## config.mk

```make
export PLATFORM = sky130hd
export DESIGN_NAME = ps2_keyboard_decoder
export DESIGN_NICKNAME = d
export VERILOG_FILES = /design/src/rtl/ps2_keyboard_decoder.sv
export SDC_FILE = /design/constraint.sdc
export NUM_CORES = 1
export LEC_CHECK = 0
export ABC_AREA = 1
export BUFFER_PORTS_ARGS = -buffer_cell sky130_fd_sc_hd__clkbuf_2
export CORE_MARGIN = 2
export CORE_UTILIZATION = 65
export DETAILED_ROUTE_END_ITERATION = 10
export PLACE_DENSITY = 0.84
export SYNTH_ARGS = -nofsm -noshare
export SYNTH_HDL_FRONTEND = slang
export SYNTH_SLANG_ARGS = --single-unit
```

## constraint.sdc

```tcl
create_clock -name clock -period 8.2 [get_ports clock]
set_clock_uncertainty 0.05 [all_clocks]
set_input_delay 1.64 -clock clock [delete_from_list [all_inputs] [get_ports clock]]
set_output_delay 1.64 -clock clock [all_outputs]
set_load 0.02 [all_outputs]
```

## src/rtl/ps2_keyboard_decoder.sv

```systemverilog
// PS/2 scan-code set 2 decoder: turns receiver bytes into make/break events queued in a FIFO.
// Define PS2_KBD_MODIFIER_TRACK_EN to report live shift/ctrl state in ev_data[11:10].
module ps2_keyboard_decoder #(
    parameter int unsigned FIFO_DEPTH = 8,
    parameter int unsigned TIMEOUT    = 1048576
) (
    input  logic        clock,
    input  logic        reset,
    input  logic [7:0]  rx_data,
    input  logic        rx_toggle,
    output logic [11:0] ev_data,
    output logic        ev_valid,
    input  logic        ev_pop,
    output logic [5:0]  ev_count,
    output logic        overflow,
    input  logic        clear_ovf
);
    localparam int unsigned AW = (FIFO_DEPTH > 1) ? $clog2(FIFO_DEPTH) : 1;
    localparam int unsigned TW = $clog2(TIMEOUT + 1);

    typedef enum logic [2:0] {IDLE, E0, F0, E0F0, SKIP} state_t;

    state_t          state, state_next;
    logic            tog_q;
    logic            byte_valid;
    logic [2:0]      skip_cnt, skip_next;
    logic [TW-1:0]   tmo_cnt, tmo_next;
    logic            emit, emit_ext, emit_rel;
    logic [7:0]      emit_code;
    logic [1:0]      mod_bits;
    logic [11:0]     ev_word;

    assign byte_valid = (rx_toggle != tog_q);

    always_ff @(posedge clock) begin
        if (reset) begin
            state    <= IDLE;
            tog_q    <= rx_toggle;
            skip_cnt <= '0;
            tmo_cnt  <= '0;
        end else begin
            state    <= state_next;
            tog_q    <= rx_toggle;
            skip_cnt <= skip_next;
            tmo_cnt  <= tmo_next;
        end
    end

    always_comb begin
        state_next = state;
        skip_next  = skip_cnt;
        tmo_next   = tmo_cnt;
        emit       = 1'b0;
        emit_code  = rx_data;
        emit_ext   = 1'b0;
        emit_rel   = 1'b0;
        if (byte_valid) begin
            tmo_next = '0;
            unique case (state)
                IDLE: begin
                    case (rx_data)
                        8'hE0: state_next = E0;
                        8'hF0: state_next = F0;
                        8'hE1: begin
                            state_next = SKIP;
                            skip_next  = 3'd7;
                        end
                        8'h00, 8'hAA, 8'hEE, 8'hFA, 8'hFE, 8'hFF: ;
                        default: emit = 1'b1;
                    endcase
                end
                E0: begin
                    if (rx_data == 8'hF0) begin
                        state_next = E0F0;
                    end else begin
                        state_next = IDLE;
                        emit       = (rx_data != 8'h12);
                        emit_ext   = 1'b1;
                    end
                end
                F0: begin
                    state_next = IDLE;
                    emit       = 1'b1;
                    emit_rel   = 1'b1;
                end
                E0F0: begin
                    state_next = IDLE;
                    emit       = (rx_data != 8'h12);
                    emit_ext   = 1'b1;
                    emit_rel   = 1'b1;
                end
                SKIP: begin
                    skip_next = skip_cnt - 3'd1;
                    if (skip_cnt <= 3'd1) begin
                        state_next = IDLE;
                        skip_next  = '0;
                        emit       = 1'b1;
                        emit_code  = 8'hE1;
                    end
                end
                default: state_next = IDLE;
            endcase
        end else if (state != IDLE) begin
            // abandon a stalled prefix so a lost byte cannot corrupt the next key
            if (tmo_cnt == TW'(TIMEOUT - 1)) begin
                state_next = IDLE;
                skip_next  = '0;
                tmo_next   = '0;
            end else begin
                tmo_next = tmo_cnt + TW'(1);
            end
        end
    end

`ifdef PS2_KBD_MODIFIER_TRACK_EN
    logic [3:0] mods, mods_next;  // {rctrl, lctrl, rshift, lshift}

    always_comb begin
        mods_next = mods;
        if (emit && !emit_ext) begin
            case (emit_code)
                8'h12:   mods_next[0] = !emit_rel;
                8'h59:   mods_next[1] = !emit_rel;
                8'h14:   mods_next[2] = !emit_rel;
                default: ;
            endcase
        end else if (emit && emit_ext && emit_code == 8'h14) begin
            mods_next[3] = !emit_rel;
        end
    end

    always_ff @(posedge clock) begin
        if (reset) mods <= '0;
        else       mods <= mods_next;
    end

    assign mod_bits = {mods_next[3] | mods_next[2], mods_next[1] | mods_next[0]};
`else
    assign mod_bits = 2'b00;
`endif

    assign ev_word = {mod_bits, emit_rel, emit_ext, emit_code};

    logic [11:0]   mem [FIFO_DEPTH];
    logic [AW-1:0] wr_ptr, rd_ptr;
    logic [5:0]    count;
    logic [11:0]   last_head;
    logic          full, do_pop, do_push, drop;

    assign full    = (count == 6'(FIFO_DEPTH));
    assign do_pop  = ev_pop && (count != '0);
    assign do_push = emit && (!full || do_pop);
    assign drop    = emit && full && !do_pop;

    always_ff @(posedge clock) begin
        if (do_push) mem[wr_ptr] <= ev_word;
    end

    always_ff @(posedge clock) begin
        if (reset) begin
            wr_ptr    <= '0;
            rd_ptr    <= '0;
            count     <= '0;
            overflow  <= 1'b0;
            last_head <= '0;
        end else begin
            if (do_push) wr_ptr <= wr_ptr + AW'(1);
            if (do_pop) begin
                rd_ptr    <= rd_ptr + AW'(1);
                last_head <= mem[rd_ptr];
            end
            case ({do_push, do_pop})
                2'b10:   count <= count + 6'd1;
                2'b01:   count <= count - 6'd1;
                default: ;
            endcase
            if (clear_ovf) overflow <= drop;
            else if (drop) overflow <= 1'b1;
        end
    end

    assign ev_valid = (count != '0);
    assign ev_count = count;
    assign ev_data  = ev_valid ? mem[rd_ptr] : last_head;
endmodule

```

==> impl_metrics.ini, run 1 <==
[status]
outcome = completed

[placement]
port_buffers = 30
gp_congestion = 0.9076
post-dp-hpwl_mm = 8.445
place_ws_ns = 3.940
placed_cells = 758

[critical_path]
arrival_ns = 2.94
required_ns = 6.51
cp-start-kind = register
critPathMaxFanout = 41
setup.worst_path.class = reg -> out
cp-end-kind = output port

[finish]
multi_input_area_um2 = 2283
diodes = 0
final_cell_mix = 100 x nand2_1, 97 x nor2_1, 80 x edfxtp_1
drive_gt1_share_pct = 14.73
syn2layout_area_growth_pct = 13.34
final-instance-count-excl-fill = 790
nFillCells = 620
layout.nets = 689
final_common_cell = nand2_1
register_area_um2 = 3483

[timing]
rsz0062_at_grt = no
drv_slew = 0
hold_slack_ns = 0.4157
period_needed_ns = 4.634
period_share_pct = 56.51
fmax_mhz = 215.8
max-slew-margin-rel_pct = 17.20
tightest_slew_ns = 1.237
hold_violations = 0
setup_viol = 0
setup_ws_ns = 3.566
fin_setup_tns_ns = 0

[run]
maxCapViolCount = 0

[clocking]
ctsHoldBuffers = 0
clkLatencyLatePin_ns = 0.51
cts_setup_buffers = 0
clk_path_buf_depth = 2
cts-root-buf = clkbuf_8
cts.sinks = 134
cts_max_level = 4
cts_resized = 0
cts_tree = yes
cts.clk_slew.worst_paths_ns = 0.06
cts_buffers = 17

[synth]
syn_area_per_cell_um2 = 9.572
yosysUniqueCellTypes = 45
syn-cell-area_um2 = 6107
syn_inst = 638
ys_seq_area_share_pct = 57.04
yosysWarningCount = 0
synth.ff_latch_count = 134

[floorplanning]
die_h_um = 100.9
ios = 33
coreArea_um2 = 9196
initial_utilization_pct = 66.41
rows = 35
dieArea_um2 = 10190
die_w_um = 100.9

[power_and_ir_drop]
power_density_nw_per_um2 = 340.9
power.leakage_nw = 2.700
clkPwrFrac_pct = 32.6
p_int_w = 0.001494
p_total_w = 0.002360
p_comb_share_pct = 32.2
p_sw_share_pct = 36.67
p_seq_share_pct = 35.2
ir_drop_uv = 204.0
power_switching_w = 0.0008652

[global_route]
grt_pass1_wl_mm = 20.78
grt_antenna_before_repair = 0
grtUsageMet1_pct = 32.81
use_met2_pct = 46.87
grt-ovfl-total = 0
grt_max_degree = 42
grt_use_met3_pct = 5.756
busiest_layer = met2
grt_use_total_pct = 26.86
grt_pass1_vias = 4403

[drt]
dr.pass1.iters = 5
post_drt_wl_per_cell_um = 16.54
vias = 4706
drc = 0
route.final.wire_length_mm = 13.07
first_iter_violations = 304
ant_nets = 0
vias_per_cell = 5.957

[hold_path]
holdCritPathClass = reg -> reg
## Yosys cell counts, drive strengths merged
cell | n | area [um^2]
a31oi | 1 | 6.260
nand2 | 111 | 474.2
fa | 1 | 20.02
nand3 | 26 | 150.2
o221ai | 10 | 87.58
conb | 1 | 3.750
a22oi | 1 | 7.510
dfxtp | 54 | 1081
a21oi | 34 | 173.9
xnor2 | 4 | 42.55
nor3 | 9 | 50.05
or2 | 1 | 8.760
nor2 | 104 | 426.7
o21bai | 2 | 15.01
ha | 9 | 112.6
o211a | 1 | 10.01
a211oi | 4 | 30.03
o21ai | 63 | 315.3
edfxtp | 80 | 2402
buf | 6 | 36.28
xor2 | 7 | 61.31
o41ai | 1 | 8.760
nand4 | 7 | 80.07
clkbuf | 18 | 67.56
clkinv | 1 | 8.760
o32ai | 10 | 87.58
mux2i | 10 | 100.1
nor3b | 1 | 7.510
inv | 61 | 231.5
## kinds of logic after synthesis
kind of cell | Yosys count | share of synthesized area [%]
other | 1 | 0.06140
and+or+nand+nor | 259 | 19.61
AOI/OAI and AO/OA | 127 | 12.15
buffers and inverters | 86 | 5.634
xor gates and xnor gates | 11 | 1.701
DFF | 134 | 57.04
muxes | 10 | 1.639
adders and majority gates | 10 | 2.172
## layout make-up
class	instances	share of cell area (%)
tap	111	2.007
clock buffer	19	6.399
timing repair buffer	32	2.386
inverter	62	3.471
sequential	134	50.33
multi-input combinational	419	32.99
clock inverter	13	2.422
## stage by stage
step	utilization, %	cell area [um^2]
2_1_floorplan	-	6111
3_3_place_gp	68.63	6311
3_5_place_dp	68.63	6311
4_1_cts	75.27	6922
5_1_grt	75.27	6922
6_report	75.27	6922
## worst paths after layout
path	from	endpoint	slack (ns)	cells past startpoint
setup / recovery	register	ev_data[0]	3.57	7
hold / removal	tmo_cnt[20]	tmo_cnt[20]	0.42	2
setup reg to reg	skip_cnt[1]	ev_count[5]	5.14	23
hold reg to reg	tmo_cnt[20]	tmo_cnt[20]	0.42	2
## power by group through the flow
stage | sequential [W] | clock [W] | combinational (W)
after floorplan | 0.000846 | 0 | 0.000543
after global placement | 0.000836 | 0 | 0.000727
after detailed placement | 0.000841 | 0 | 0.000751
after CTS | 0.000829 | 0.000774 | 0.000758
after global routing | 0.000837 | 0.000802 | 0.000837
final | 0.000831 | 0.000770 | 0.000759
## metal layers
layer	vias up	wire (um)
li1	2242	-
met1	2259	5448
met2	183	6729
met3	22	696
met4	0	193
met5	-	0
## critical path, stage by stage (launching register included)
cell	delay, ns
dfxtp_1	0.31
buf_4	0.28
inv_1	0.79
nor2_1	0.08
o32ai_1	0.33
o21ai_1	0.16
o21ai_0	0.25
clkbuf_2	0.21
## sequential cells by signal, indices dropped and copies added (netlist names), named ones only
register	cells
mem	80
tmo_cnt	21
last_head	10
overflow	1
tog_q	1
state	3
rd_ptr	3
skip_cnt	3
ev_count	6
wr_ptr	3
Note: power is estimated with default switching activity, not from simulation.
==> inputs of run 2 (changes only) <==
--- a/config.mk
+++ b/config.mk
@@ -8,9 +8,9 @@
 export ABC_AREA = 1
 export BUFFER_PORTS_ARGS = -buffer_cell sky130_fd_sc_hd__clkbuf_2
 export CORE_MARGIN = 2
-export CORE_UTILIZATION = 65
+export CORE_UTILIZATION = 61
 export DETAILED_ROUTE_END_ITERATION = 10
-export PLACE_DENSITY = 0.84
+export PLACE_DENSITY = 0.8
 export SYNTH_ARGS = -nofsm -noshare
 export SYNTH_HDL_FRONTEND = slang
 export SYNTH_SLANG_ARGS = --single-unit
==> constraint.sdc (replaced) <==
create_clock -name clock -period 4.5 [get_ports clock]
set_clock_uncertainty 0.05 [all_clocks]
set_input_delay 0.9 -clock clock [delete_from_list [all_inputs] [get_ports clock]]
set_output_delay 0.9 -clock clock [all_outputs]
set_load 0.02 [all_outputs]
==> impl_metrics.ini, run 2 (synthesis results as in run 1) <==
[status]
outcome = completed

[critical_path]
critPathMaxFanout = 30
cp-start-kind = register
cp-end-kind = output port
setup.worst_path.class = reg -> out
arrival_ns = 2.59
r2r_cells = 23
required_ns = 3.55

[finish]
reg_top3 = mem (80), tmo_cnt (21), last_head (10)
final_common_cell = nand2_1
largest_reg_flops = 80
syn2layout_area_growth_pct = 14.75
diodes = 0
drive_gt1_share_pct = 15.45
fin_area_um2 = 7008
top_register = mem
final_cell_mix = 100 x nand2_1, 97 x nor2_1, 80 x edfxtp_1
layout.nets = 696

[global_route]
grt_antenna_before_repair = 0
grt_pass1_wl_mm = 21.46
grt_max_degree = 41
grt_pass1_vias = 4573
grt_use_total_pct = 25.31
grt-ovfl-total = 0

[clocking]
clkLatencyLatePin_ns = 0.53
cts_buffers = 17
cts_tree = yes
ctsHoldBuffers = 0
clk_path_buf_depth = 2
cts-root-buf = clkbuf_8
cts_max_level = 4
cts_resized = 0
cts.sinks = 134
cts.clk_slew.worst_paths_ns = 0.06
cts_setup_buffers = 0

[placement]
dpl-instance-area_um2 = 6391
place_ws_ns = 1.004
post-dp-hpwl_mm = 8.450
gp_congestion = 0.8564
port_buffers = 30

[drt]
first_iter_violations = 310
ant_nets = 0
route.final.wire_length_mm = 12.95
vias_per_cell = 5.606
post_drt_wl_per_cell_um = 15.81
vias = 4591
drc = 0
dr.pass1.iters = 5

[floorplanning]
die_h_um = 104.1
initial_utilization_pct = 62.77
rows = 36
coreArea_um2 = 9729
die_w_um = 104.1
dieArea_um2 = 10830
ios = 33

[timing]
rsz0062_at_grt = no
period_share_pct = 78.76
hold_violations = 0
hold_slack_ns = 0.4196
fin_setup_tns_ns = 0
setup_ws_ns = 0.9558
max-slew-margin-rel_pct = 34.68
tightest_slew_ns = 0.9763
drv_slew = 0
period_needed_ns = 3.544
setup_viol = 0
fmax_mhz = 282.2

[hold_path]
holdPathStages = 2
holdCritPathClass = reg -> reg

[power_and_ir_drop]
power.leakage_nw = 2.733
ir_drop_uv = 431.4
power_density_nw_per_um2 = 616.9
p_total_w = 0.004323

[run]
maxCapViolCount = 0
## run 2: cell type report
type	instances	area [um^2]
sequential	134	3483
fill	679	2721
multi-input combinational	419	2283
clock buffer	19	421.7
inverter	62	240.2
timing repair buffer	39	217.7
clock inverter	13	195.2
tap	133	166.4
## run 2: metal layers
layer | track usage (%) | share of wire [%] | vias to the layer above
met2 | 42.48 | 50 | 149
li1 | - | - | 2249
met4 | 9.073 | 0.92 | 0
met5 | 0 | 0 | -
met1 | 31.71 | 43 | 2182
met3 | 6.767 | 5.7 | 11
## run 2: path summary, 6_finish.rpt
path | start | endpoint | slack [ns]
max | register | ev_data[5] | 0.96
min | tmo_cnt[20] | tmo_cnt[20] | 0.42
max reg2reg | skip_cnt[1] | ev_count[5] | 1.50
min reg2reg | tmo_cnt[20] | tmo_cnt[20] | 0.42
## run 2: through the flow
step	util (%)	std cells
5_1_grt	72.03	819
4_1_cts	72.03	819
3_3_place_gp	65.69	787
2_1_floorplan	-	639
3_5_place_dp	65.69	787
6_report	72.03	819
## run 2: worst max-delay path, cell delays in order (launching register included)
cell and delay (ns):
dfxtp_1 0.32, inv_1 0.71, nor2_1 0.12, o32ai_1 0.29, o21ai_1 0.18, o21ai_0 0.24, clkbuf_2 0.20
## run 2: power by group
group | switching, W | internal, W
sequential | 0.0000825 | 0.00143
combinational | 0.000972 | 0.000415
clock | 0.000518 | 0.000908
total | 0.00157 | 0.00275
